### config.mk
export PLATFORM = sky130hd
export DESIGN_NAME = game_ctrl
export DESIGN_NICKNAME = d
export VERILOG_FILES = /design/src/rtl/game_ctrl.sv
export SDC_FILE = /design/constraint.sdc
export NUM_CORES = 1
export LEC_CHECK = 0
export BUFFER_PORTS_ARGS = -buffer_cell sky130_fd_sc_hd__buf_4
export CORE_MARGIN = 1
export CORE_UTILIZATION = 31
export DETAILED_ROUTE_END_ITERATION = 8
export SLEW_MARGIN = 25
export SYNTH_ARGS = -nofsm -noshare
export SYNTH_HDL_FRONTEND = slang
export SYNTH_SLANG_ARGS = --single-unit
### constraint.sdc
create_clock -name clk -period 4.2 [get_ports clk]
set_clock_uncertainty 0.2 [all_clocks]
set_input_delay 0.84 -clock clk [delete_from_list [all_inputs] [get_ports clk]]
set_output_delay 0.84 -clock clk [all_outputs]
set_load 0.01 [all_outputs]
### src/rtl/game_ctrl.sv
// Bulls-and-cows style game controller: sequences secret generation, digit entry,
// guess validation and scoring against an external datapath.
module game_ctrl #(
  parameter int unsigned MAX_TRIES = 10
) (
  input  logic       clk,
  input  logic       reset,
  input  logic       start,
  input  logic       digit_valid,
  input  logic [3:0] digit,
  input  logic       submit,
  input  logic       dp_valid,
  input  logic       dp_input_error,
  input  logic       dp_same,
  input  logic [2:0] Anum,
  input  logic [2:0] Bnum,
  output logic       save_test,
  output logic       load_guess,
  output logic [3:0] ans0,
  output logic [3:0] ans1,
  output logic [3:0] ans2,
  output logic [3:0] ans3,
  output logic [2:0] digit_cnt,
  output logic [3:0] attempts,
  output logic [2:0] last_A,
  output logic [2:0] last_B,
  output logic       result_valid,
  output logic       err,
  output logic       win,
  output logic       lose,
  output logic       busy
);

  typedef enum logic [3:0] {
    S_IDLE, S_GEN, S_ENTRY, S_CHECK, S_LOAD, S_SETTLE, S_SCORE, S_WIN, S_LOSE
  } state_t;

  state_t     state, state_nxt;
  logic [3:0] ans_r [4];
  logic       new_game, take_digit, clr_cnt, do_score, reject;
  logic [3:0] att_inc;

  always_ff @(posedge clk or posedge reset) begin
    if (reset) state <= S_IDLE;
    else       state <= state_nxt;
  end

  always_comb begin
    state_nxt  = state;
    new_game   = 1'b0;
    take_digit = 1'b0;
    clr_cnt    = 1'b0;
    do_score   = 1'b0;
    reject     = 1'b0;
    att_inc    = attempts + 4'd1;
    case (state)
      S_GEN:    if (dp_valid) state_nxt = S_ENTRY;
      S_ENTRY: begin
        if (submit && digit_cnt == 3'd4)
          state_nxt = S_CHECK;
        else if (digit_valid && digit <= 4'd9 && digit_cnt < 3'd4)
          take_digit = 1'b1;
      end
      S_CHECK: begin
        if (dp_input_error) begin
          reject    = 1'b1;
          clr_cnt   = 1'b1;
          state_nxt = S_ENTRY;
        end else begin
          state_nxt = S_LOAD;
        end
      end
      S_LOAD:   state_nxt = S_SETTLE;
      S_SETTLE: state_nxt = S_SCORE;
      S_SCORE: begin
        do_score = 1'b1;
        if (dp_same || Anum == 3'd4) begin
          state_nxt = S_WIN;
        end else if (att_inc == 4'(MAX_TRIES)) begin
          state_nxt = S_LOSE;
        end else begin
          clr_cnt   = 1'b1;
          state_nxt = S_ENTRY;
        end
      end
      default: ;
    endcase
    // start overrides whatever the current state decided, except during generation
    if (start && state != S_GEN) begin
      new_game   = 1'b1;
      take_digit = 1'b0;
      clr_cnt    = 1'b0;
      do_score   = 1'b0;
      reject     = 1'b0;
      state_nxt  = S_GEN;
    end
  end

  always_ff @(posedge clk or posedge reset) begin
    if (reset) begin
      for (int unsigned i = 0; i < 4; i++) ans_r[i] <= '0;
      digit_cnt    <= '0;
      attempts     <= '0;
      last_A       <= '0;
      last_B       <= '0;
      result_valid <= 1'b0;
      err          <= 1'b0;
    end else begin
      result_valid <= do_score;
      err          <= reject;
      if (new_game) begin
        for (int unsigned i = 0; i < 4; i++) ans_r[i] <= '0;
        digit_cnt <= '0;
        attempts  <= '0;
        last_A    <= '0;
        last_B    <= '0;
      end else begin
        if (take_digit) begin
          ans_r[digit_cnt[1:0]] <= digit;
          digit_cnt             <= digit_cnt + 3'd1;
        end
        if (clr_cnt) digit_cnt <= '0;
        if (do_score) begin
          last_A <= Anum;
          last_B <= Bnum;
          if (attempts < 4'(MAX_TRIES)) attempts <= att_inc;
        end
      end
    end
  end

  assign ans0       = ans_r[0];
  assign ans1       = ans_r[1];
  assign ans2       = ans_r[2];
  assign ans3       = ans_r[3];
  assign save_test  = (state == S_GEN);
  assign busy       = (state == S_GEN);
  assign load_guess = (state == S_LOAD);
  assign win        = (state == S_WIN);
  assign lose       = (state == S_LOSE);

endmodule

=== Yosys cells after proc, flatten, opt, wreduce, memory -nomap -nowiden ===
Cells that the tools add are included.

* $add $sub $neg: 2
* Order comparisons: 5
* Equal/unequal tests: 14
* Mux-type cells: 36
* Bitwise logic cells: 1
* Reductions and logical operators: 13

{| class="wikitable"
|+ Operators by type and width
! cell !! count
|-
| $mux 4 || 9
|-
| $mux 16 || 2
|-
| $mux 3 || 8
|-
| $pmux 4 s6 || 1
|-
| $bwmux 16 || 1
|-
| $eq 4x3->1 const B || 4
|-
| $mux 1 || 13
|-
| $demux 4 s2 || 1
|-
| $eq 4x2->1 const B || 2
|-
| $eq 4x4->1 const B || 2
|-
| $reduce_bool 7->1 || 1
|-
| $eq 3x3->1 const B || 2
|-
| $reduce_bool 2->1 || 3
|-
| $logic_and 1x1->1 || 5
|-
| $add 4x1->4 const B || 1
|-
| $eq 4x1->1 const B || 1
|-
| $le 4x4->1 const B || 1
|-
| $lt 4x4->1 const B || 1
|-
| $ne 4x1->1 const B || 1
|-
| $add 3x1->3 const B || 1
|-
| $ge 3x3->1 const B || 1
|-
| $lt 3x1->1 const B || 1
|-
| $lt 3x3->1 const B || 1
|-
| $ne 3x2->1 const B || 1
|-
| 7 further kinds || 7
|}

* Register bits after elaboration: 35
* Bits of input ports: 18
* Output and inout port bits: 36
* Word-level logic and storage cells: 82

=== Depth between registers and ports, before layout ===
Gate-level depths: netlist (run 1).

* Depth after elaboration: 10
* Mapped depth: 7
* Depth with buffers taken out: 6

=== Least setup slack after synthesis (run 1) ===
Ideal clock, no wire load.

* Path kind: register to output
* From: register state[0]
* To: output port load_guess
* Arrival: 1072 ps
* Data required time: 3160 ps
* Setup slack: 2088 ps
* Cell stages (with the launch flop): 3
* Buffers on the path: 1
* Cells stage by stage: dfrtp_1 clkbuf_1 nor4b_1

* Word-level cells in the longest chain between the ends: 1

{| class="wikitable"
|+ Ends and longest elaborated chain
! item !! RTL line !! source
|-
| from (decl) || 38 || <nowiki>state_t state, state_nxt;</nowiki>
|-
| from (signal assigned) || 45 || <nowiki>else state <= state_nxt;</nowiki>
|-
| $eq 4x3->1 || 138 || <nowiki>assign load_guess = (state == S_LOAD);</nowiki>
|-
| to (decl) || 18 || <nowiki>output logic load_guess,</nowiki>
|}

Every way passes these cells.

=== Worst setup path after layout (run 1) ===
* From: register state[3]
* To: output port save_test

* Word-level cells in the longest chain between the ends: 1

{| class="wikitable"
|+ Ends and longest elaborated chain
! item !! RTL line !! source
|-
| $eq 4x1->1 || 136 || <nowiki>assign save_test = (state == S_GEN);</nowiki>
|-
| to (decl) || 17 || <nowiki>output logic save_test,</nowiki>
|}

Every way passes these cells.

==> impl_metrics.env, run 1 <==
export IMPL_rows=27
export IMPL_synth_common_cells="35 x dfrtp_1, 30 x nand2_1, 21 x a21oi_1"
export IMPL_critPathKind="flop to output port"
export IMPL_timing_rr_end="ans3[1]"
export IMPL_whs_ps=311
export IMPL_multi_input_area_um2=836
export IMPL_synth_ff_type="dfrtp_1"
export IMPL_holdPathEnd="last_B[0]"
export IMPL_gp_congestion=0.790
export IMPL_yosysSeqAreaShare=0.484
export IMPL_initial_core_util=0.325
export IMPL_grt_antenna_before_repair=0
export IMPL_track_usage=0.154
export IMPL_start_kind="flop"
export IMPL_io_pins=54
export IMPL_syn_nets=217
export IMPL_synthArstFlopShare=1.00
export IMPL_fillers=587
export IMPL_postRouteAntennaNets=0
export IMPL_viasPerCell=4.93
export IMPL_synth_top_area_share=0.484
export IMPL_antenna_cells=0
export IMPL_path_cells="nand2b_1, nor3_2, buf_4"
export IMPL_cp_arrival_ps=1550
export IMPL_cts_buffers=5
export IMPL_path_max_fanout=12
export IMPL_area_growth_pct=29.0
export IMPL_maxCapViolations=0
export IMPL_dieArea_mm2=0.00615
export IMPL_yosysMostFrequentCell="dfrtp_1"
export IMPL_slew_viol_final=0
export IMPL_regArea_um2=876
export IMPL_grt_pass1_vias=1558
export IMPL_grt_pass1_wl_mm=7.47
export IMPL_cts_root_buf="clkbuf_8"
export IMPL_holdBufCountCts=0
export IMPL_cts_max_level=2
export IMPL_grt_overflow=0
export IMPL_netlist_instances=193
export IMPL_synth_edf_count=0
export IMPL_routedWlPerCell_um=13.2
export IMPL_first_pass_iters=4
export IMPL_drtIter0Drc=66
export IMPL_drive_above_1_share=0.289
export IMPL_ys_ff_latch=35
export IMPL_status="completed"
export IMPL_clk_pin_slew_ps=70
export IMPL_rr_startpoint="state[2]"
export IMPL_crit_required_ps=3160
export IMPL_power_leakage_nw=1.10
export IMPL_die_h_um=78.4
export IMPL_ys_warn_count=0
export IMPL_worst_path_buf_inv=1
export IMPL_peakVddDrop_uv=165
export IMPL_max_freq_mhz=387
export IMPL_fin_tns_setup_ps=0
export IMPL_synthesis_area_mm2=0.00181
export IMPL_cts_tree="yes"
export IMPL_vias=1569
export IMPL_dp_hpwl_mm=3.01
export IMPL_rsz0062_at_grt="false"
export IMPL_clk_path_buf_depth=2
export IMPL_cts_resized=0
export IMPL_final_nets=269
export IMPL_relSlewSlack=0.539
export IMPL_chipWidth_um=78.4
export IMPL_critPathSlowestCell="dfrtp_1"
export IMPL_cts_setup_buffers=0
export IMPL_wl_mm=4.19
export IMPL_synth_top_area_cell="dfrtp_1"
export IMPL_rr_worst_depth=5
export IMPL_reg2reg_slack_ps=1810
export IMPL_crit_start="state[3]"
export IMPL_cellPowerDensity_mw_per_mm2=443
export IMPL_min_period_ps=2590
export IMPL_crit_path_end_kind="output port"
export IMPL_numPortBuffers=53
export IMPL_cts_sinks=35
export IMPL_synth_cell_type_count=43
export IMPL_max_stage_delay_ps=520
export IMPL_tightestPinTransition_ps=692
export IMPL_final_setup_viol_count=0
export IMPL_min_period_over_period=0.616
export IMPL_clock_latency_ps=280
export IMPL_post_synth_cell_area_avg_um2=9.37
export IMPL_hold_path_class="flop to flop"
export IMPL_drc=0
export IMPL_worstHoldStart="last_B[0]"
export IMPL_hold_viol=0
export IMPL_core_mm2=0.00557
export IMPL_cp_top_family="simple AND/OR/NAND/NOR gates"
export IMPL_min_path_cells=1
export IMPL_grt_max_degree=36
export IMPL_synth_area_leaders="dfrtp_1 48%, nand2_1 6.2%, a21oi_1 5.8%, nand3_1 5.3%, ha_1 4.1%"
==> power breakdown <==
part           internal, W  switching (W)  total (W)
Clock             0.000116       0.000121   0.000237
Sequential        0.000375      0.0000743   0.000449
Combinational     0.000161       0.000188   0.000349
Total             0.000652       0.000383    0.00103
==> cell type report <==
class / instances / share of cell area
clock buffers: 6 / 0.0311
flip-flops and latches: 35 / 0.375
clock inverters: 2 / 0.00536
inverters: 7 / 0.0113
repair buffers: 56 / 0.180
multi-input cells: 140 / 0.358
well taps: 72 / 0.0386
==> placed cells by master, fill, tap and decap left out, types with 5 or more instances in the layout <==
master,count
ha_1,6
nand2_1,30
buf_4,56
inv_1,6
nand3_1,19
a21oi_1,21
nor2_1,13
a22o_1,8
clkbuf_8,5
dfrtp_1,35
o21ai_0,8
==> logic make-up (layout without fill, tap and decap cells) <==
| logic type | Yosys count | after routing | synth area share |
|---|---|---|---|
| xor gates and xnor gates | 2 | 2 | 0.00968 |
| adders and majority gates | 6 | 6 | 0.0415 |
| DFF | 35 | 35 | 0.484 |
| buffers and inverters | 18 | 71 | 0.0539 |
| muxes | 1 | 1 | 0.00553 |
| AOI/OAI and AO/OA | 54 | 54 | 0.199 |
| and+or+nand+nor | 77 | 77 | 0.206 |
==> stage by stage <==
stage / area [um^2] / setup slack [ps] / cells / util / power, W
after CTS: 2330 / 1580 / 318 / 0.419 / 0.00105
after detailed placement: 2250 / 1470 / 310 / 0.403 / 0.000808
after global placement: 2250 / 1540 / 310 / 0.403 / 0.000804
after floorplan: 1810 / 2090 / 193 / - / 0.000691
after global routing: 2330 / 1470 / 318 / 0.419 / 0.00112
final: 2330 / 1610 / 318 / 0.419 / 0.00103
==> worst max path at each step <==
| stage | endpoint | slack (ps) | cells after the start |
|---|---|---|---|
| after floorplan | load_guess | 2090 | 2 |
| after global placement | ans3[2] | 1540 | 6 |
| after detailed placement | ans3[0] | 1470 | 6 |
| after CTS | save_test | 1580 | 3 |
| after global routing | busy | 1470 | 3 |
| final | save_test | 1610 | 3 |
==> worst register-to-register path, cell delays in order (launching register included) <==
cell and delay [ps]:
dfrtp_1 550, nor4bb_1 380, and4_1 700, nand2_1 260
nand2_1 120, a21oi_1 70
==> state kept, by name, summed over array words and instances, names as in the netlist <==
register	count
attempts	4
err	1
digit_cnt	3
state	4
ans1	4
last_B	3
ans2	4
result_valid	1
ans3	4
last_A	3
ans0	4
==> routing by layer <==
metal	GRT usage	vias up	share of wire
li1	-	780	-
met1	0.204	732	0.46
met2	0.241	51	0.47
met3	0.0407	6	0.063
met4	0.0519	0	0.010
met5	0	-	0
No activity file was read; power rests on OpenSTA's default activity.
==> run 2: changes to the inputs <==
==> constraint.sdc (replaced) <==
create_clock -name clk -period 2.5 [get_ports clk]
set_clock_uncertainty 0.2 [all_clocks]
set_input_delay 0.5 -clock clk [delete_from_list [all_inputs] [get_ports clk]]
set_output_delay 0.5 -clock clk [all_outputs]
set_load 0.01 [all_outputs]
==> impl_metrics.env, run 2 (same netlist as run 1, synthesis figures left out) <==
export IMPL_clock_latency_ps=280
export IMPL_cp_arrival_ps=1440
export IMPL_cts_setup_buffers=0
export IMPL_maxCapViolations=0
export IMPL_final_common_cell="buf_4"
export IMPL_cts_sinks=35
export IMPL_fillers=563
export IMPL_wl_mm=4.17
export IMPL_dieArea_mm2=0.00615
export IMPL_tightestPinTransition_ps=461
export IMPL_track_usage=0.149
export IMPL_power_leakage_nw=1.15
export IMPL_rsz0062_at_grt="false"
export IMPL_final_setup_viol_count=0
export IMPL_initial_core_util=0.325
export IMPL_critPathKind="flop to output port"
export IMPL_drive_above_1_share=0.307
export IMPL_reg2reg_slack_ps=630
export IMPL_grt_antenna_before_repair=0
export IMPL_fin_cells=323
export IMPL_min_period_ps=2140
export IMPL_antenna_cells=0
export IMPL_relSlewSlack=0.690
export IMPL_grt_max_degree=36
export IMPL_cts_root_buf="clkbuf_8"
export IMPL_p_comb_frac=0.373
export IMPL_numPortBuffers=53
export IMPL_postRouteAntennaNets=0
export IMPL_dp_hpwl_mm=3.09
export IMPL_cts_max_level=2
export IMPL_final_nets=274
export IMPL_grt_overflow=0
export IMPL_chipWidth_um=78.4
export IMPL_rr_worst_depth=6
export IMPL_clk_pin_slew_ps=70
export IMPL_grt_pass1_vias=1548
export IMPL_layout_common_cells="60 x buf_4, 35 x dfrtp_1, 30 x nand2_1, 21 x a21oi_1, 19 x nand3_1"
export IMPL_cts_tree="yes"
export IMPL_crit_path_end_kind="output port"
export IMPL_cts_resized=0
export IMPL_core_mm2=0.00557
export IMPL_drtIter0Drc=27
export IMPL_place_inst=315
export IMPL_p_switching_w=0.000651
export IMPL_routedWlPerCell_um=12.9
export IMPL_clk_path_buf_depth=2
export IMPL_cts_buffers=5
export IMPL_rows=27
export IMPL_die_h_um=78.4
export IMPL_swShare=0.340
export IMPL_rr_startpoint="state[0]"
export IMPL_max_freq_mhz=468
export IMPL_min_period_over_period=0.855
export IMPL_crit_required_ps=1800
export IMPL_p_seq_frac=0.353
export IMPL_cellPowerDensity_mw_per_mm2=793
export IMPL_pwr_share_clk=0.273
export IMPL_peakVddDrop_uv=274
export IMPL_first_pass_iters=4
export IMPL_viasPerCell=4.82
export IMPL_p_int_w=0.00127
export IMPL_io_pins=54
export IMPL_status="completed"
export IMPL_slew_viol_final=0
export IMPL_holdBufCountCts=0
export IMPL_hold_path_class="input port to async pin"
export IMPL_path_max_fanout=12
export IMPL_timing_rr_end="ans0[2]"
export IMPL_crit_start="state[0]"
export IMPL_vias=1558
export IMPL_start_kind="flop"
export IMPL_area_growth_pct=33.5
export IMPL_gp_congestion=0.787
export IMPL_hold_viol=0
export IMPL_drc=0
export IMPL_fin_tns_setup_ps=0
export IMPL_grt_pass1_wl_mm=7.10
-- run 2: final cells by class --
class                      count  area, um^2  share of cell area
multi-input combinational    140         836               0.346
clock buffer                   6        82.6              0.0342
timing repair buffer          61         470               0.195
tap                           72        90.1              0.0373
sequential                    35         876               0.363
inverter                       7        26.3              0.0109
clock inverter                 2        35.0              0.0145
-- run 2: worst max-delay path by stage --
| stage | cells after the start | slack, ps | to |
|---|---|---|---|
| 6_report | 4 | 360 | busy |
| 5_1_grt | 4 | 250 | busy |
| 4_1_cts | 4 | 340 | save_test |
| 3_5_place_dp | 7 | 390 | ans0[2] |
| 3_3_place_gp | 7 | 410 | ans0[0] |
| 2_1_floorplan | 2 | 730 | load_guess |
-- run 2: metal layers --
| layer | track usage | vias to the layer above | routed length, um |
|---|---|---|---|
| li1 | - | 793 | - |
| met2 | 0.247 | 40 | 2000 |
| met3 | 0.0477 | 2 | 226 |
| met4 | 0.0389 | 0 | 17 |
| met5 | 0 | - | 0 |
| met1 | 0.187 | 723 | 1920 |
-- run 2: worst max-delay path: stages, from the launching register on --
cell and delay, ps:
dfrtp_1 350, buf_4 190, nand2b_1 120, nor3_2 300
buf_4 190
-- run 2: stage by stage --
step                setup slack, ps   util  power, W  instance area [um^2]  hold slack, ps
global placement                406  0.412   0.00140                  2300             297
CTS                             343  0.433   0.00194                  2420             123
floorplan                       728      -   0.00116                  1810             344
detailed placement              394  0.412   0.00141                  2300             295
finish                          362  0.433   0.00192                  2420             118
global route                    249  0.433   0.00205                  2420             165
-- run 2: power by group through the flow --
stage | logic [W] | registers, W | clock network (W)
after floorplan | 0.000447 | 0.000714 | 0
after global placement | 0.000709 | 0.000688 | 0
after global routing | 0.000795 | 0.000687 | 0.000566
after detailed placement | 0.000720 | 0.000688 | 0
after CTS | 0.000722 | 0.000678 | 0.000544
final | 0.000715 | 0.000677 | 0.000524
==> run 3: changes to the inputs <==
--- a/config.mk
+++ b/config.mk
@@ -7,8 +7,9 @@
 export LEC_CHECK = 0
 export BUFFER_PORTS_ARGS = -buffer_cell sky130_fd_sc_hd__buf_4
 export CORE_MARGIN = 1
-export CORE_UTILIZATION = 31
+export CORE_UTILIZATION = 51
 export DETAILED_ROUTE_END_ITERATION = 8
+export PLACE_DENSITY = 0.79
 export SLEW_MARGIN = 25
 export SYNTH_ARGS = -nofsm -noshare
 export SYNTH_HDL_FRONTEND = slang
==> impl_metrics.env, run 3 (same netlist as run 1, synthesis figures left out) <==
export IMPL_status="completed"
export IMPL_clock_latency_ps=350
export IMPL_drive_above_1_share=0.307
export IMPL_max_stage_delay_ps=540
export IMPL_dieArea_mm2=0.00379
export IMPL_p_int_w=0.00105
export IMPL_wl_mm=3.71
export IMPL_cp_arrival_ps=1610
export IMPL_core_mm2=0.00336
export IMPL_dp_hpwl_mm=2.73
export IMPL_grt_pass1_vias=1374
export IMPL_cts_buffers=5
export IMPL_hold_path_class="input port to async pin"
export IMPL_min_period_ps=2310
export IMPL_holdBufCountCts=0
export IMPL_maxCapViolations=0
export IMPL_clk_pin_slew_ps=120
export IMPL_area_growth_pct=27.9
export IMPL_swShare=0.383
export IMPL_reg2reg_slack_ps=460
export IMPL_final_common_cell="buf_4"
export IMPL_dp_slack_ps=268
export IMPL_rsz0062_at_grt="false"
export IMPL_initial_core_util=0.538
export IMPL_p_seq_frac=0.396
export IMPL_die_h_um=61.6
export IMPL_cts_sinks=35
export IMPL_first_pass_iters=4
export IMPL_critPathSlowestCell="dfrtp_1"
export IMPL_grt_max_degree=36
export IMPL_numPortBuffers=53
export IMPL_grt_antenna_before_repair=0
export IMPL_final_setup_viol_count=0
export IMPL_cts_tree="yes"
export IMPL_grt_pass1_wl_mm=6.07
export IMPL_grt_overflow=0
export IMPL_layout_common_cells="61 x buf_4, 35 x dfrtp_1, 30 x nand2_1, 21 x a21oi_1, 19 x nand3_1"
export IMPL_cts_root_buf="clkbuf_4"
export IMPL_cellPowerDensity_mw_per_mm2=736
export IMPL_chipWidth_um=61.6
export IMPL_path_cells="nand2b_1, nor3_2, buf_4"
export IMPL_gp_congestion=0.886
export IMPL_rows=21
export IMPL_start_kind="flop"
export IMPL_worst_path_buf_inv=1
export IMPL_crit_path_end_kind="output port"
export IMPL_hold_viol=0
export IMPL_drtIter0Drc=61
export IMPL_slew_viol_final=0
export IMPL_setup_ws_ps=193
export IMPL_clk_path_buf_depth=2
export IMPL_max_freq_mhz=433
export IMPL_crit_required_ps=1800
export IMPL_power_leakage_nw=1.11
export IMPL_critPathKind="flop to output port"
export IMPL_cts_setup_buffers=0
export IMPL_routedWlPerCell_um=12.5
export IMPL_track_usage=0.222
export IMPL_io_pins=54
export IMPL_cts_resized=0
export IMPL_relSlewSlack=0.685
export IMPL_drc=0
export IMPL_min_period_over_period=0.923
export IMPL_antenna_cells=0
export IMPL_p_switching_w=0.000652
export IMPL_cp_top_family="flip-flops"
export IMPL_pwr_share_clk=0.189
export IMPL_postRouteAntennaNets=0
export IMPL_tightestPinTransition_ps=472
export IMPL_p_comb_frac=0.415
export IMPL_viasPerCell=5.36
export IMPL_fin_tns_setup_ps=0
export IMPL_peakVddDrop_uv=425
export IMPL_final_nets=274
export IMPL_vias=1592
export IMPL_cts_max_level=2
export IMPL_path_max_fanout=12
export IMPL_whs_ps=30.1
[run 3: cell count changes in the layout (fill, tap and decap cells not counted)]
| cell | previous run | this run |
|---|---|---|
| clkinvlp_4 | 0 | 2 |
| bufinv_16 | 1 | 0 |
| inv_6 | 0 | 1 |
| clkinv_2 | 1 | 0 |
| buf_4 | 60 | 61 |
| clkbuf_4 | 0 | 5 |
| clkbuf_8 | 6 | 0 |
| buf_12 | 1 | 0 |
[run 3: final timing paths]
kind	start	cells after the start	endpoint
max	state[3]	3	busy
min	reset	3	last_B[1]
max reg2reg	state[0]	5	digit_cnt[1]
min reg2reg	last_B[2]	1	last_B[2]
max in group asynchronous	reset	3	ans3[0]
min in group clk	Bnum[2]	2	last_B[2]
[run 3: stage by stage]
stage / cells / instance area (um^2) / total power [W] / utilization
floorplan: 193 / 1810 / 0.00116 / -
global placement: 289 / 2250 / 0.00138 / 0.670
detailed placement: 289 / 2250 / 0.00139 / 0.670
CTS: 297 / 2310 / 0.00171 / 0.688
global route: 297 / 2310 / 0.00184 / 0.688
finish: 297 / 2310 / 0.00170 / 0.688
[run 3: final cells by class]
class                      count  area (um^2)
tap                           46         57.6
clock inverter                 3         23.8
timing repair buffer          61          458
fill                         281         1050
clock buffer                   5         37.5
sequential                    35          876
inverter                       7         26.3
multi-input combinational    140          836
[run 3: tightest hold or removal path, stage by stage]
cell	delay, ps
buf_4	100
inv_1	40
buf_4	370
[run 3: routing by layer]
layer  global-route usage  part of all wire
met1                0.295              0.47
met3               0.0693             0.049
met5                    0                 0
met2                0.343              0.47
met4               0.0794             0.013
[run 3: power by group through the flow]
| stage | Combinational [W] | Clock (W) | Sequential [W] |
|---|---|---|---|
| 3_3_place_gp | 0.000694 | 0 | 0.000686 |
| 3_5_place_dp | 0.000708 | 0 | 0.000686 |
| 2_1_floorplan | 0.000447 | 0 | 0.000714 |
| 6_report | 0.000707 | 0.000321 | 0.000674 |
| 4_1_cts | 0.000710 | 0.000326 | 0.000676 |
| 5_1_grt | 0.000797 | 0.000351 | 0.000687 |
